==> src/rtl/freq_calc.sv <==
// Frequency back-end: fx_hz = (CLK_FS*GATE_TIME)/fs_cnt via a sequential restoring divider.
// Optional build macro FREQ_CALC_ROUND_EN selects round-to-nearest instead of floor.
module freq_calc #(
  parameter int CLK_FS    = 100_000_000,
  parameter int GATE_TIME = 100,
  parameter int NUM_W     = 48
) (
  input  logic        sys_clk,
  input  logic        rst_n,
  input  logic [31:0] fs_cnt,
  input  logic        measurement_end_flag,
  output logic [31:0] fx_hz,
  output logic        fx_valid,
  output logic        busy,
  output logic        ovf,
  output logic        div_err
);

  localparam int CNT_W = $clog2(NUM_W);
  localparam logic [NUM_W-1:0] NUM = NUM_W'(CLK_FS) * NUM_W'(GATE_TIME);

  typedef enum logic [1:0] {IDLE, LOAD, DIV, DONE} state_t;

  state_t             state_reg, state_next;
  logic [31:0]        divisor_reg;
  logic [NUM_W-1:0]   dividend_reg;
  logic [NUM_W-1:0]   quot_reg;
  logic [31:0]        rem_reg;
  logic [CNT_W-1:0]   cnt_reg;
  logic               err_pend_reg;

  logic [32:0]        rem_shift;
  logic               rem_ge;
  logic [NUM_W-1:0]   load_dividend;

  // Remainder stays below the 32-bit divisor, so the trial value needs only 33 bits.
  assign rem_shift = {rem_reg, dividend_reg[NUM_W-1]};
  assign rem_ge    = (rem_shift >= {1'b0, divisor_reg});

`ifdef FREQ_CALC_ROUND_EN
  assign load_dividend = NUM + NUM_W'(divisor_reg >> 1);
`else
  assign load_dividend = NUM;
`endif

  always_ff @(posedge sys_clk or negedge rst_n) begin
    if (!rst_n) state_reg <= IDLE;
    else        state_reg <= state_next;
  end

  always_comb begin
    state_next = state_reg;
    case (state_reg)
      IDLE: if (measurement_end_flag) state_next = LOAD;
      LOAD: state_next = (divisor_reg == 32'd0) ? DONE : DIV;
      DIV:  if (cnt_reg == '0) state_next = DONE;
      DONE: state_next = IDLE;
      default: state_next = IDLE;
    endcase
  end

  always_comb begin
    busy = (state_reg != IDLE);
  end

  always_ff @(posedge sys_clk or negedge rst_n) begin
    if (!rst_n) begin
      divisor_reg  <= '0;
      dividend_reg <= '0;
      quot_reg     <= '0;
      rem_reg      <= '0;
      cnt_reg      <= '0;
      err_pend_reg <= 1'b0;
      fx_hz        <= '0;
      fx_valid     <= 1'b0;
      ovf          <= 1'b0;
      div_err      <= 1'b0;
    end else begin
      fx_valid <= 1'b0;
      case (state_reg)
        IDLE: begin
          if (measurement_end_flag) divisor_reg <= fs_cnt;
        end
        LOAD: begin
          if (divisor_reg == 32'd0) begin
            quot_reg     <= '0;
            err_pend_reg <= 1'b1;
          end else begin
            dividend_reg <= load_dividend;
            rem_reg      <= '0;
            cnt_reg      <= CNT_W'(NUM_W - 1);
            err_pend_reg <= 1'b0;
          end
        end
        DIV: begin
          // Dividend is shifted out MSB first; quotient bits shift in from the LSB.
          dividend_reg <= {dividend_reg[NUM_W-2:0], 1'b0};
          quot_reg     <= {quot_reg[NUM_W-2:0], rem_ge};
          rem_reg      <= rem_ge ? 32'(rem_shift - {1'b0, divisor_reg}) : rem_shift[31:0];
          cnt_reg      <= cnt_reg - 1'b1;
        end
        DONE: begin
          fx_valid <= 1'b1;
          div_err  <= err_pend_reg;
          if (quot_reg[NUM_W-1:32] != '0) begin
            fx_hz <= 32'hFFFF_FFFF;
            ovf   <= 1'b1;
          end else begin
            fx_hz <= quot_reg[31:0];
            ovf   <= 1'b0;
          end
        end
        default: ;
      endcase
    end
  end

endmodule

==> config.mk <==
export PLATFORM = sky130hd
export DESIGN_NAME = freq_calc
export DESIGN_NICKNAME = d
export VERILOG_FILES = /design/src/rtl/freq_calc.sv
export SDC_FILE = /design/constraint.sdc
export NUM_CORES = 1
export LEC_CHECK = 0
export BUFFER_PORTS_ARGS = -buffer_cell sky130_fd_sc_hd__buf_2
export CELL_PAD_IN_SITES_DETAIL_PLACEMENT = 0
export CELL_PAD_IN_SITES_GLOBAL_PLACEMENT = 2
export CORE_MARGIN = 2
export CORE_UTILIZATION = 38
export DETAILED_ROUTE_END_ITERATION = 7
export GPL_TIMING_DRIVEN = 1
export PLACE_DENSITY = 0.84
export SLEW_MARGIN = 20
export SYNTH_ARGS = -nofsm -noshare
export SYNTH_HDL_FRONTEND = slang
export SYNTH_SLANG_ARGS = --single-unit
==> constraint.sdc <==
create_clock -name sys_clk -period 3.5 [get_ports sys_clk]
set_input_delay 0.7 -clock sys_clk [delete_from_list [all_inputs] [get_ports sys_clk]]
set_output_delay 0.7 -clock sys_clk [all_outputs]
set_load 0.01 [all_outputs]
Yosys cells after proc, flatten, opt, wreduce, memory -nomap -nowiden
Index checks and enable logic that the tools add are counted.
- bits in registers: 204
- logic and storage cells: 48
- mux-type cells: 17
- $lt $le $gt $ge: 1
- add/sub/neg operators: 2
- equality and inequality tests: 7
- reductions and logical operators: 10
- operators with widths (cell ; number):
    $pmux W48 S2 ; 2
    $mux W32 ; 3
    $mux W48 ; 2
    $pmux W32 S2 ; 1
    $ge A33 B32 Y1 ; 1
    $logic_not A32 Y1 ; 1
    $sub A32 B32 Y32 ; 1
    $reduce_bool A16 Y1 ; 1
    $pmux W6 S2 ; 1
    $ne A2 B2 Y1 const B ; 4
    $pmux W2 S4 ; 1
    $reduce_and A2 Y1 ; 4
    $logic_not A6 Y1 ; 1
    $mux W6 ; 1
    $sub A6 B1 Y6 const B ; 1
    $eq A2 B2 Y1 const B ; 2
    $mux W1 ; 4
    $mux W2 ; 2
    $reduce_bool A2 Y1 ; 2
    $eq A2 B1 Y1 const B ; 1
    $logic_not A2 Y1 ; 1

Longest topological paths before layout
Gate-level depths: netlist of the first run.
- word-level depth: 3
- mapped depth: 13

Least setup slack after synthesis of the first run
Ideal clock, no wire load.
- path type: register to register
- start point: register divisor_reg[0]
- end point: register rem_reg[30]
- stages on the path, launching flop included: 12
- setup slack: 668 ps
- library setup time: 69 ps
- arrival: 2763 ps
- path buffers: 0
- cell sequence: dfrtp_1 -> ha_1 -> fa_1 -> nand2b_1 -> a211oi_2 -> nor3_1 -> a211oi_1 -> o21ai_1 -> a41oi_2 -> nor3_1 -> or4_1 -> nand3_1
- word-level cells in the longest chain between the ends: 3
- RTL lines (element ; RTL line ; text):
    start, declared ; 25 ; logic [31:0] divisor_reg;
    start signal, assigned ; 82 ; if (measurement_end_flag) divisor_reg <= fs_cnt;
    $sub A32 B32 Y32, or another cell as far along ; 99 ; rem_reg <= rem_ge ? 32'(rem_shift - {1'b0, divisor_reg}) : rem_shift[31:0];
    $mux W32 or $ne A2 B2 Y1 (tied branches) ; -- ;
    $pmux W32 S2 or $reduce_and A2 Y1 (tied branches) ; -- ;
    end signal, assigned ; 99 ;
    end, declared ; 28 ; logic [31:0] rem_reg;
Several ways; a longest one is shown, not always the timed one.
A chain may end at the register's enable or synchronous reset.

Worst setup path in the final report of the first run
- start point: register state_reg[1]
- end point: register rem_reg[30]
- word-level cells in the longest chain between the ends: 3
- RTL lines (element ; RTL line ; text):
    start, declared ; 24 ; state_t state_reg, state_next;
    start signal, assigned ; 48 ; else state_reg <= state_next;
    $eq A2 B1 Y1 or $eq A2 B2 Y1 (tied branches) ; 80 ; case (state_reg)
    $ne A2 B2 Y1 (no line) or $reduce_bool A2 Y1 (tied branches) ; -- ;
    $reduce_and A2 Y1 (no line) ; -- ;
Several ways; a longest one is shown, not always the timed one.

==> metrics.md, run 1 <==
| Metric | Value |
|---|---|
| Mapped cell area | 0.00978 mm2 |
| Outcome | complete, no violations |
| Register area | 0.00485 mm2 |
| IO Port Bufs | 70 |
| Sequential fraction of the synthesis area | 0.496 |
| Asr flop ratio synth | 1.00 |
| Relative slew margins | 0.504 |
| Clock Tree Buf Depth | 2 |
| Period utilization | 0.929 |
| Initial Util | 0.387 |
| TritonCTS clock tree | built |
| Comb power frac | 0.497 |
| Die Area | 0.0270 mm2 |
| Worst Path Arrival | 3.58 ns |
| Via Count | 7498 |
| Routed wire per std cell | 16.0 um |
| Global-route wire length before repair | 39.0 mm |
| P_int | 6120 uW |
| Detail Route Antenna Nets | 0 |
| Final Instance Area | 0.0113 mm2 |
| Setup repair bufs after CTS | 0 |
| IO Pins | 71 |
| Req. time, crit path | 3.83 ns |
| Vias in the first global route | 7383 |
| Leak pwr | 0.00523 uW |
| Clock share of power | 0.197 |
| Site row count | 58 |
| Maximum clock frequency | 308 MHz |
| Grt ovf | 0 |
| Mapped Cells | 1052 |
| Share of layout cells above drive strength 1 | 0.151 |
| DRT Pass-1 Iters | 6 |
| CP cell instances | inv_1 -> ha_1 -> inv_1 -> nor4_1 -> nand4_1 -> nor2_1 -> nand4_1 -> and2_2 -> nand2_1 -> buf_4 -> or4_1 -> nand3_1 |
| Fin. max-slew vios | 0 |
| Crit path max-delay cell type | and2_2 |
| Die X | 164 um |
| Pwr dens | 984 mW/mm2 |
| N_diodes | 0 |
| CP startpoint | state_reg[1] |
| DP HPWL | 15.7 mm |
| Slowest stage delay, CP | 0.50 ns |
| Clock buffer count from CTS | 17 |
| Initial antenna violation count | 0 |
| Clk pin slew, worst setup/hold paths | 0.09 ns |
| Max reg flops | 48 |
| Post-DP Area | 0.0106 mm2 |
| Area Overhead vs Synth | 15.2% |
| Sw Share | 0.448 |
| Clk_skew | 0.0225 ns |
| RSZ-0062 raised after global routing | false |
| Yosys warnings | 0 |
| CORE AREA | 0.0253 mm2 |
| Vias/cell | 5.19 |
| Slew @ Worst Pin | 0.737 ns |
| Net Switching | 4960 uW |
| Root Buffer | clkbuf_16 |
| Critical path capture point type | flip-flop |
| Max-cap violations | 0 |
| Hold Buf Count CTS | 0 |
| Syn_nets | 1127 |
| DR DRC count | 0 |
| Number of synthesized register bits | 194 |
| Main flop type after synthesis | dfrtp_1 |
| Post-cts gate resize count | 0 |
| Total global-route track usage | 0.180 |
| Fin Setup TNS | 0 ns |
| Multi-input logic area | 0.00451 mm2 |
| Filler cells | 2449 |
| Post-synth cell types | 60 |
| Pin count of the biggest net entering global routing | 64 |
| HP Class | input pin to async pin |
| Num Clock Sinks | 194 |
| DR iter-0 viols | 459 |
| Gpl congestion | 0.810 |
| VDD IR max | 487 uV |
| Final #Nets | 1177 |
| Final hold vios | 0 |
| Mean Syn Cell Area | 9.30 um2 |
| Setup CP Type | flip-flop to flip-flop |
| Die Y | 164 um |
| Share of power burned in registers | 0.306 |
| H-tree depth | 4 |
| Fin crit period | 3.25 ns |
| Clk_lat worst skew | 0.45 ns |
| Final setup fails | 0 |
| CP Max Fanout | 27 |
| Critical R2R Launch | state_reg[1] |
| EDFF count, synth | 0 |
| Total Wirelength | 23.1 mm |
| CP Launch Type | flip-flop |
## cell families (layout without fill, tap and decap cells)
family	count (synthesis)	after routing	synth area share
buffers and inverters	114	177	0.0457
DFF	194	194	0.496
and+or+nand+nor	371	371	0.168
xor gates and xnor gates	24	24	0.0215
muxes	43	43	0.0484
AOI/OAI and AO/OA	266	266	0.168
adders and majority gates	40	40	0.0519
## layout make-up
type | instances | share of cell area
Multi-Input combinational cell | 744 | 0.401
Inverter | 54 | 0.0180
Timing Repair Buffer | 91 | 0.0543
Clock inverter | 15 | 0.0218
Tap cell | 330 | 0.0367
Clock buffer | 17 | 0.0378
Sequential cell | 194 | 0.431
## per-stage QoR
| step | hold WS, ns | instances | worst slack (ns) | util | power (uW) |
|---|---|---|---|---|---|
| finish | 0.249 | 1445 | 0.250 | 0.446 | 11100 |
| global route | 0.272 | 1445 | 0.00976 | 0.446 | 12000 |
| CTS | 0.255 | 1444 | 0.205 | 0.445 | 11100 |
| detailed placement | 0.456 | 1412 | 0.220 | 0.418 | 8940 |
| global placement | 0.450 | 1412 | 0.205 | 0.418 | 8900 |
| floorplan | 0.404 | 1052 | 0.668 | - | 7320 |
## power by group through the flow
| stage | sequential, uW | combinational, uW | clock [uW] |
|---|---|---|---|
| global placement | 3430 | 5470 | 0 |
| finish | 3390 | 5510 | 2190 |
| global route | 3480 | 6190 | 2330 |
| detailed placement | 3440 | 5500 | 0 |
| CTS | 3400 | 5520 | 2230 |
| floorplan | 3380 | 3940 | 0 |
## synth_stat cells, types with 5 or more instances
library cell	instances	share of area
a211oi_1	5	0.0038
a21o_1	12	0.0092
a21oi_1	60	0.031
a31oi_1	15	0.0096
and3_1	5	0.0032
buf_1	10	0.0038
clkbuf_1	44	0.017
dfrtp_1	194	0.50
ha_1	39	0.050
inv_1	54	0.021
mux2_2	34	0.039
mux2i_1	9	0.0092
nand2_1	196	0.075
nand2b_1	9	0.0058
nand3_1	43	0.022
nand4_1	10	0.0064
nor2_1	59	0.023
nor2b_1	8	0.0051
nor3_1	11	0.0056
nor4_1	10	0.0064
o21ai_0	99	0.051
o21ai_1	9	0.0046
o22a_1	33	0.030
xnor2_1	12	0.011
xor2_1	12	0.011
## critical path, delay by kind of cell, from the launching register on
kind	cells	cell delay, ns
fa+ha+maj	1	0.17
buf+inv	3	0.55
flops	1	0.45
simple gates	8	1.96
## placed cells by master (no fill, tap or decap), types with 10 or more instances in the layout
| cell type | count |
|---|---|
| a21oi_1 | 60 |
| buf_4 | 14 |
| a21o_1 | 12 |
| nand4_1 | 10 |
| o22a_1 | 33 |
| xor2_1 | 12 |
| clkbuf_16 | 17 |
| nor2_1 | 59 |
| inv_1 | 54 |
| buf_2 | 69 |
| dfrtp_1 | 194 |
| nand3_1 | 43 |
| o21ai_0 | 99 |
| nor3_1 | 11 |
| mux2_2 | 34 |
| nand2_1 | 195 |
| ha_1 | 38 |
| nor4_1 | 10 |
| a31oi_1 | 15 |
| xnor2_1 | 12 |
## worst paths after layout
path / to / slack [ns] / depth (start not counted)
setup / recovery: rem_reg[30] / 0.25 / 12
hold / removal: rem_reg[18] / 0.25 / 1
setup reg to reg: rem_reg[30] / 0.25 / 12
hold reg to reg: dividend_reg[41] / 0.47 / 2
max in group asynchronous: rem_reg[28] / 2.53 / 2
min in group sys_clk: dividend_reg[41] / 0.47 / 2
## metal layers
metal	vias to the layer above	GRT usage	part of all wire
met2	100	0.296	0.47
met1	3623	0.250	0.48
met5	-	0	0
met4	0	0.0466	0.014
li1	3752	-	-
met3	23	0.0266	0.028
No activity file was read; power rests on OpenSTA's default activity.
==> run 2, diff against run 1 <==
Settings changed: CORE_UTILIZATION 38 to 40, CTS_BUF_LIST from default to sky130_fd_sc_hd__clkbuf_8, PLACE_DENSITY 0.84 to 0.88.
==> run 2 against run 1 <==
Compared with the run above: combinational power decreased by 3%; non-clock buffer count fell by 3; die area decreased by 4.9%; via count is 0.92% lower; critical path depth is 1 lower; setup slack gained 0.051 ns; largest cell class unchanged.
==> metrics.md, run 2 (synthesis results as in run 1) <==
| Metric | Value |
|---|---|
| Outcome | complete, no violations |
| Root Buffer | clkbuf_8 |
| Reg2Reg Depth | 11 |
| Relative slew margins | 0.593 |
| Slowest stage delay, CP | 0.50 ns |
| Setup repair bufs after CTS | 0 |
| Hold Buf Count CTS | 0 |
| Total Wirelength | 22.3 mm |
| CORE AREA | 0.0242 mm2 |
| Detail Route Antenna Nets | 0 |
| FF-to-FF End | rem_reg[30] |
| VDD IR max | 405 uV |
| Leak pwr | 0.00510 uW |
| Die Y | 160 um |
| Clock Tree Buf Depth | 2 |
| Clk pin slew, worst setup/hold paths | 0.12 ns |
| Slew @ Worst Pin | 0.609 ns |
| Crit. path cell count | 11 |
| Total global-route track usage | 0.182 |
| Final hold vios | 0 |
| Maximum clock frequency | 313 MHz |
| Post-cts gate resize count | 0 |
| H-tree depth | 4 |
| Clk_skew | 0.0342 ns |
| Die X | 160 um |
| Commonest non-fill, non-tap cell in the layout | nand2_1 |
| CP Launch Type | flip-flop |
| Vias in the first global route | 7411 |
| Period utilization | 0.914 |
| WP buf/inv | 0 |
| CP Max Fanout | 3 |
| Final #Nets | 1174 |
| Gpl congestion | 0.794 |
| Fin. max-slew vios | 0 |
| TritonCTS clock tree | built |
| IO Port Bufs | 70 |
| Pwr dens | 949 mW/mm2 |
| CP delay by family, top | compound AO/OA/AOI/OAI gates |
| Global-route wire length before repair | 38.5 mm |
| Max-cap violations | 0 |
| Filler cells | 2374 |
| Req. time, crit path | 3.92 ns |
| RSZ-0062 raised after global routing | false |
| Most frequent cells in the layout | nand2_1 (195), dfrtp_1 (194), o21ai_0 (99), buf_2 (69), a21oi_1 (60) |
| FF-to-FF setup slack | 0.30 ns |
| N_diodes | 0 |
| Max reg flops | 48 |
| Critical R2R Launch | divisor_reg[0] |
| Crit path top cell by count | nor3_1 |
| Worst Path Arrival | 3.62 ns |
| DRT Pass-1 Iters | 5 |
| Routed wire per std cell | 15.6 um |
| Final Core Density | 0.454 |
| DR DRC count | 0 |
| Multi-input logic area | 0.00451 mm2 |
| Initial antenna violation count | 0 |
| Crit path max-delay cell type | or4_1 |
| Clk_lat worst skew | 0.50 ns |
| Die Area | 0.0257 mm2 |
| Critical path capture point type | flip-flop |
| Fin crit period | 3.20 ns |
| Setup CP Type | flip-flop to flip-flop |
| Initial Util | 0.405 |
| Via Count | 7429 |
| HP Class | input pin to async pin |
| Final setup fails | 0 |
| Vias/cell | 5.17 |
| Register area | 0.00485 mm2 |
| Site row count | 57 |
| Grt ovf | 0 |
| Num Clock Sinks | 194 |
| Clock buffer count from CTS | 17 |
| DP HPWL | 15.3 mm |
| Pin count of the biggest net entering global routing | 71 |
| IO Pins | 71 |
| Area Overhead vs Synth | 12.2% |
| Share of layout cells above drive strength 1 | 0.147 |
| DR iter-0 viols | 443 |
| CP cell instances | ha_1 -> fa_1 -> nand2b_1 -> a211oi_2 -> nor3_1 -> a211oi_1 -> o21ai_1 -> a41oi_2 -> nor3_1 -> or4_1 -> nand3_1 |
| Fin Setup TNS | 0 ns |
run 2: worst max-delay path by stage:
| stage | start | endpoint | slack [ns] |
|---|---|---|---|
| final | divisor_reg[0] | rem_reg[30] | 0.30 |
| after global routing | state_reg[1] | rem_reg[31] | 0.04 |
| after CTS | state_reg[1] | rem_reg[31] | 0.29 |
| after detailed placement | state_reg[1] | rem_reg[31] | 0.33 |
| after global placement | state_reg[1] | rem_reg[29] | 0.35 |
| after floorplan | divisor_reg[0] | rem_reg[30] | 0.67 |
run 2: power by group:
group          total, uW  leakage, uW  switching, uW  internal (uW)
Combinational       5340      0.00239           3260           2080
Clock               1690     0.000234           1070            618
Sequential          3390      0.00248            489           2900
Total              10400      0.00510           4820           5600
run 2: cell type report:
class / instances / share of cell area
clock inverters: 15 / 0.0221
flip-flops and latches: 194 / 0.442
clock buffers: 17 / 0.0213
repair buffers: 88 / 0.0484
inverters: 54 / 0.0185
well taps: 324 / 0.0369
multi-input cells: 744 / 0.411
run 2: stage by stage:
| step | power (uW) | cells | area [um2] | setup WS (ns) | hold slack [ns] |
|---|---|---|---|---|---|
| floorplan | 7320 | 1052 | 9780 | 0.668 | 0.404 |
| global placement | 8790 | 1404 | 10500 | 0.348 | 0.450 |
| detailed placement | 8830 | 1404 | 10500 | 0.331 | 0.456 |
| CTS | 10500 | 1436 | 11000 | 0.294 | 0.201 |
| global route | 11400 | 1436 | 11000 | 0.0429 | 0.213 |
| finish | 10400 | 1436 | 11000 | 0.301 | 0.192 |
run 2: routing by layer:
layer,track usage,part of all wire
met1,0.260,0.50
met2,0.292,0.46
met3,0.0248,0.019
met4,0.0512,0.015
met5,0,0
==> run 3, diff against run 2 <==
Settings changed: CORE_ASPECT_RATIO from default to 0.9.
==> run 3 against run 2 <==
Compared with the run above: critical path depth did not move; sequential share of layout area up 0.27 points; count of clock-buffer cells in the layout unchanged; critical endpoint unchanged; clock skew is 0.013 ns lower; routed wire length is 1.9% higher; global-route usage increased by 0.33 points; die area is essentially flat; power down 0.72%; fmax shrank 0.29%; sequential power about the same.
==> metrics.md, run 3 (synthesis results as in run 1) <==
| Metric | Value |
|---|---|
| Pwr dens | 948 mW/mm2 |
| Initial antenna violation count | 0 |
| Detail Route Antenna Nets | 0 |
| Die X | 169 um |
| Clock Tree Buf Depth | 2 |
| Outcome | complete, no violations |
| Clock buffer count from CTS | 17 |
| TritonCTS clock tree | built |
| Gpl congestion | 0.907 |
| Area Overhead vs Synth | 11.6% |
| Routed wire per std cell | 16.1 um |
| Initial Util | 0.406 |
| Post-cts gate resize count | 0 |
| Slew @ Worst Pin | 0.584 ns |
| Critical R2R Launch | divisor_reg[0] |
| Commonest non-fill, non-tap cell in the layout | nand2_1 |
| Max-cap violations | 0 |
| Most frequent cells in the layout | nand2_1 (195), dfrtp_1 (194), o21ai_0 (99), buf_2 (69), a21oi_1 (60) |
| VDD IR max | 573 uV |
| Clk_lat worst skew | 0.48 ns |
| Period utilization | 0.917 |
| N_diodes | 0 |
| Pin count of the biggest net entering global routing | 97 |
| Site row count | 54 |
| Die Area | 0.0257 mm2 |
| Final hold vios | 0 |
| H-tree depth | 4 |
| Leak pwr | 0.00508 uW |
| Final #Nets | 1172 |
| Critical path capture point type | flip-flop |
| Fin crit period | 3.21 ns |
| Fin Setup TNS | 0 ns |
| Root Buffer | clkbuf_8 |
| Setup WS post-layout | 0.291 ns |
| DR DRC count | 0 |
| IO Pins | 71 |
| CP Max Fanout | 3 |
| Share of layout cells above drive strength 1 | 0.146 |
| Total Wirelength | 22.8 mm |
| FF-to-FF setup slack | 0.29 ns |
| DP HPWL | 15.6 mm |
| Tot Pwr | 10300 uW |
| Global-route wire length before repair | 38.5 mm |
| Vias in the first global route | 7185 |
| Worst Path Arrival | 3.62 ns |
| Via Count | 7409 |
| Non-filler instance count after layout | 1418 |
| Clk pin slew, worst setup/hold paths | 0.11 ns |
| HP Class | input pin to async pin |
| CP Launch Type | flip-flop |
| FF-to-FF End | rem_reg[30] |
| RSZ-0062 raised after global routing | false |
| Total global-route track usage | 0.185 |
| Fin. max-slew vios | 0 |
| Clk_skew | 0.0211 ns |
| CP startpoint | divisor_reg[0] |
| Filler cells | 2370 |
| Vias/cell | 5.22 |
| Inst Count DP | 1386 |
| Num Clock Sinks | 194 |
| Pre-CTS WS | 0.342 ns |
| Maximum clock frequency | 312 MHz |
| DRT Pass-1 Iters | 5 |
| Relative slew margins | 0.607 |
| CORE AREA | 0.0241 mm2 |
| Reg2Reg Depth | 11 |
| DR iter-0 viols | 468 |
| Max reg flops | 48 |
| CP endpoint | rem_reg[30] |
| Final setup fails | 0 |
| Die Y | 152 um |
| Grt ovf | 0 |
| IO Port Bufs | 70 |
| Setup CP Type | flip-flop to flip-flop |
| Hold Buf Count CTS | 0 |
| Worst hold margin | 0.172 ns |
| Req. time, crit path | 3.91 ns |
| Setup repair bufs after CTS | 0 |
==> run 3: layout make-up <==
| type | count | area, um2 | area share |
|---|---|---|---|
| clock buffers | 17 | 234 | 0.0214 |
| inverters | 54 | 203 | 0.0186 |
| clock inverters | 15 | 186 | 0.0171 |
| well taps | 308 | 385 | 0.0353 |
| multi-input cells | 744 | 4510 | 0.413 |
| repair buffers | 86 | 542 | 0.0496 |
| flip-flops and latches | 194 | 4850 | 0.445 |
==> run 3: layer usage <==
layer | routed length, um | vias up | global-route usage
met4 | 294 | 0 | 0.0517
li1 | - | 3734 | -
met5 | 0 | - | 0
met3 | 838 | 19 | 0.0322
met1 | 11700 | 3554 | 0.279
met2 | 9920 | 102 | 0.275
==> run 3: critical path: stages (launching register included) <==
cell,delay [ns]
dfrtp_1,0.42
ha_1,0.23
fa_1,0.40
nand2b_1,0.21
a211oi_2,0.26
nor3_1,0.13
a211oi_1,0.34
o21ai_1,0.19
a41oi_2,0.31
nor3_1,0.08
or4_1,0.50
nand3_1,0.09
==> run 3: stage by stage <==
stage | cell area (um2) | util
final | 10900 | 0.452
after global routing | 10900 | 0.452
after CTS | 10900 | 0.452
after detailed placement | 10500 | 0.435
after global placement | 10500 | 0.435
after floorplan | 9780 | -
==> run 3: how the worst min path moves through the flow <==
stage	end	slack, ns	cells after the start
after floorplan	cnt_reg[0]	0.40	0
after global placement	dividend_reg[34]	0.45	2
after detailed placement	dividend_reg[22]	0.46	2
after CTS	divisor_reg[4]	0.16	1
after global routing	divisor_reg[7]	0.18	1
final	divisor_reg[4]	0.17	1
==> run 3: power by group <==
group / switching (uW) / leakage (uW) / total (uW) / internal (uW)
Sequential: 482 / 0.00248 / 3380 / 2900
Combinational: 3330 / 0.00239 / 5420 / 2100
Clock: 929 / 0.000208 / 1540 / 611
Total: 4740 / 0.00508 / 10300 / 5610
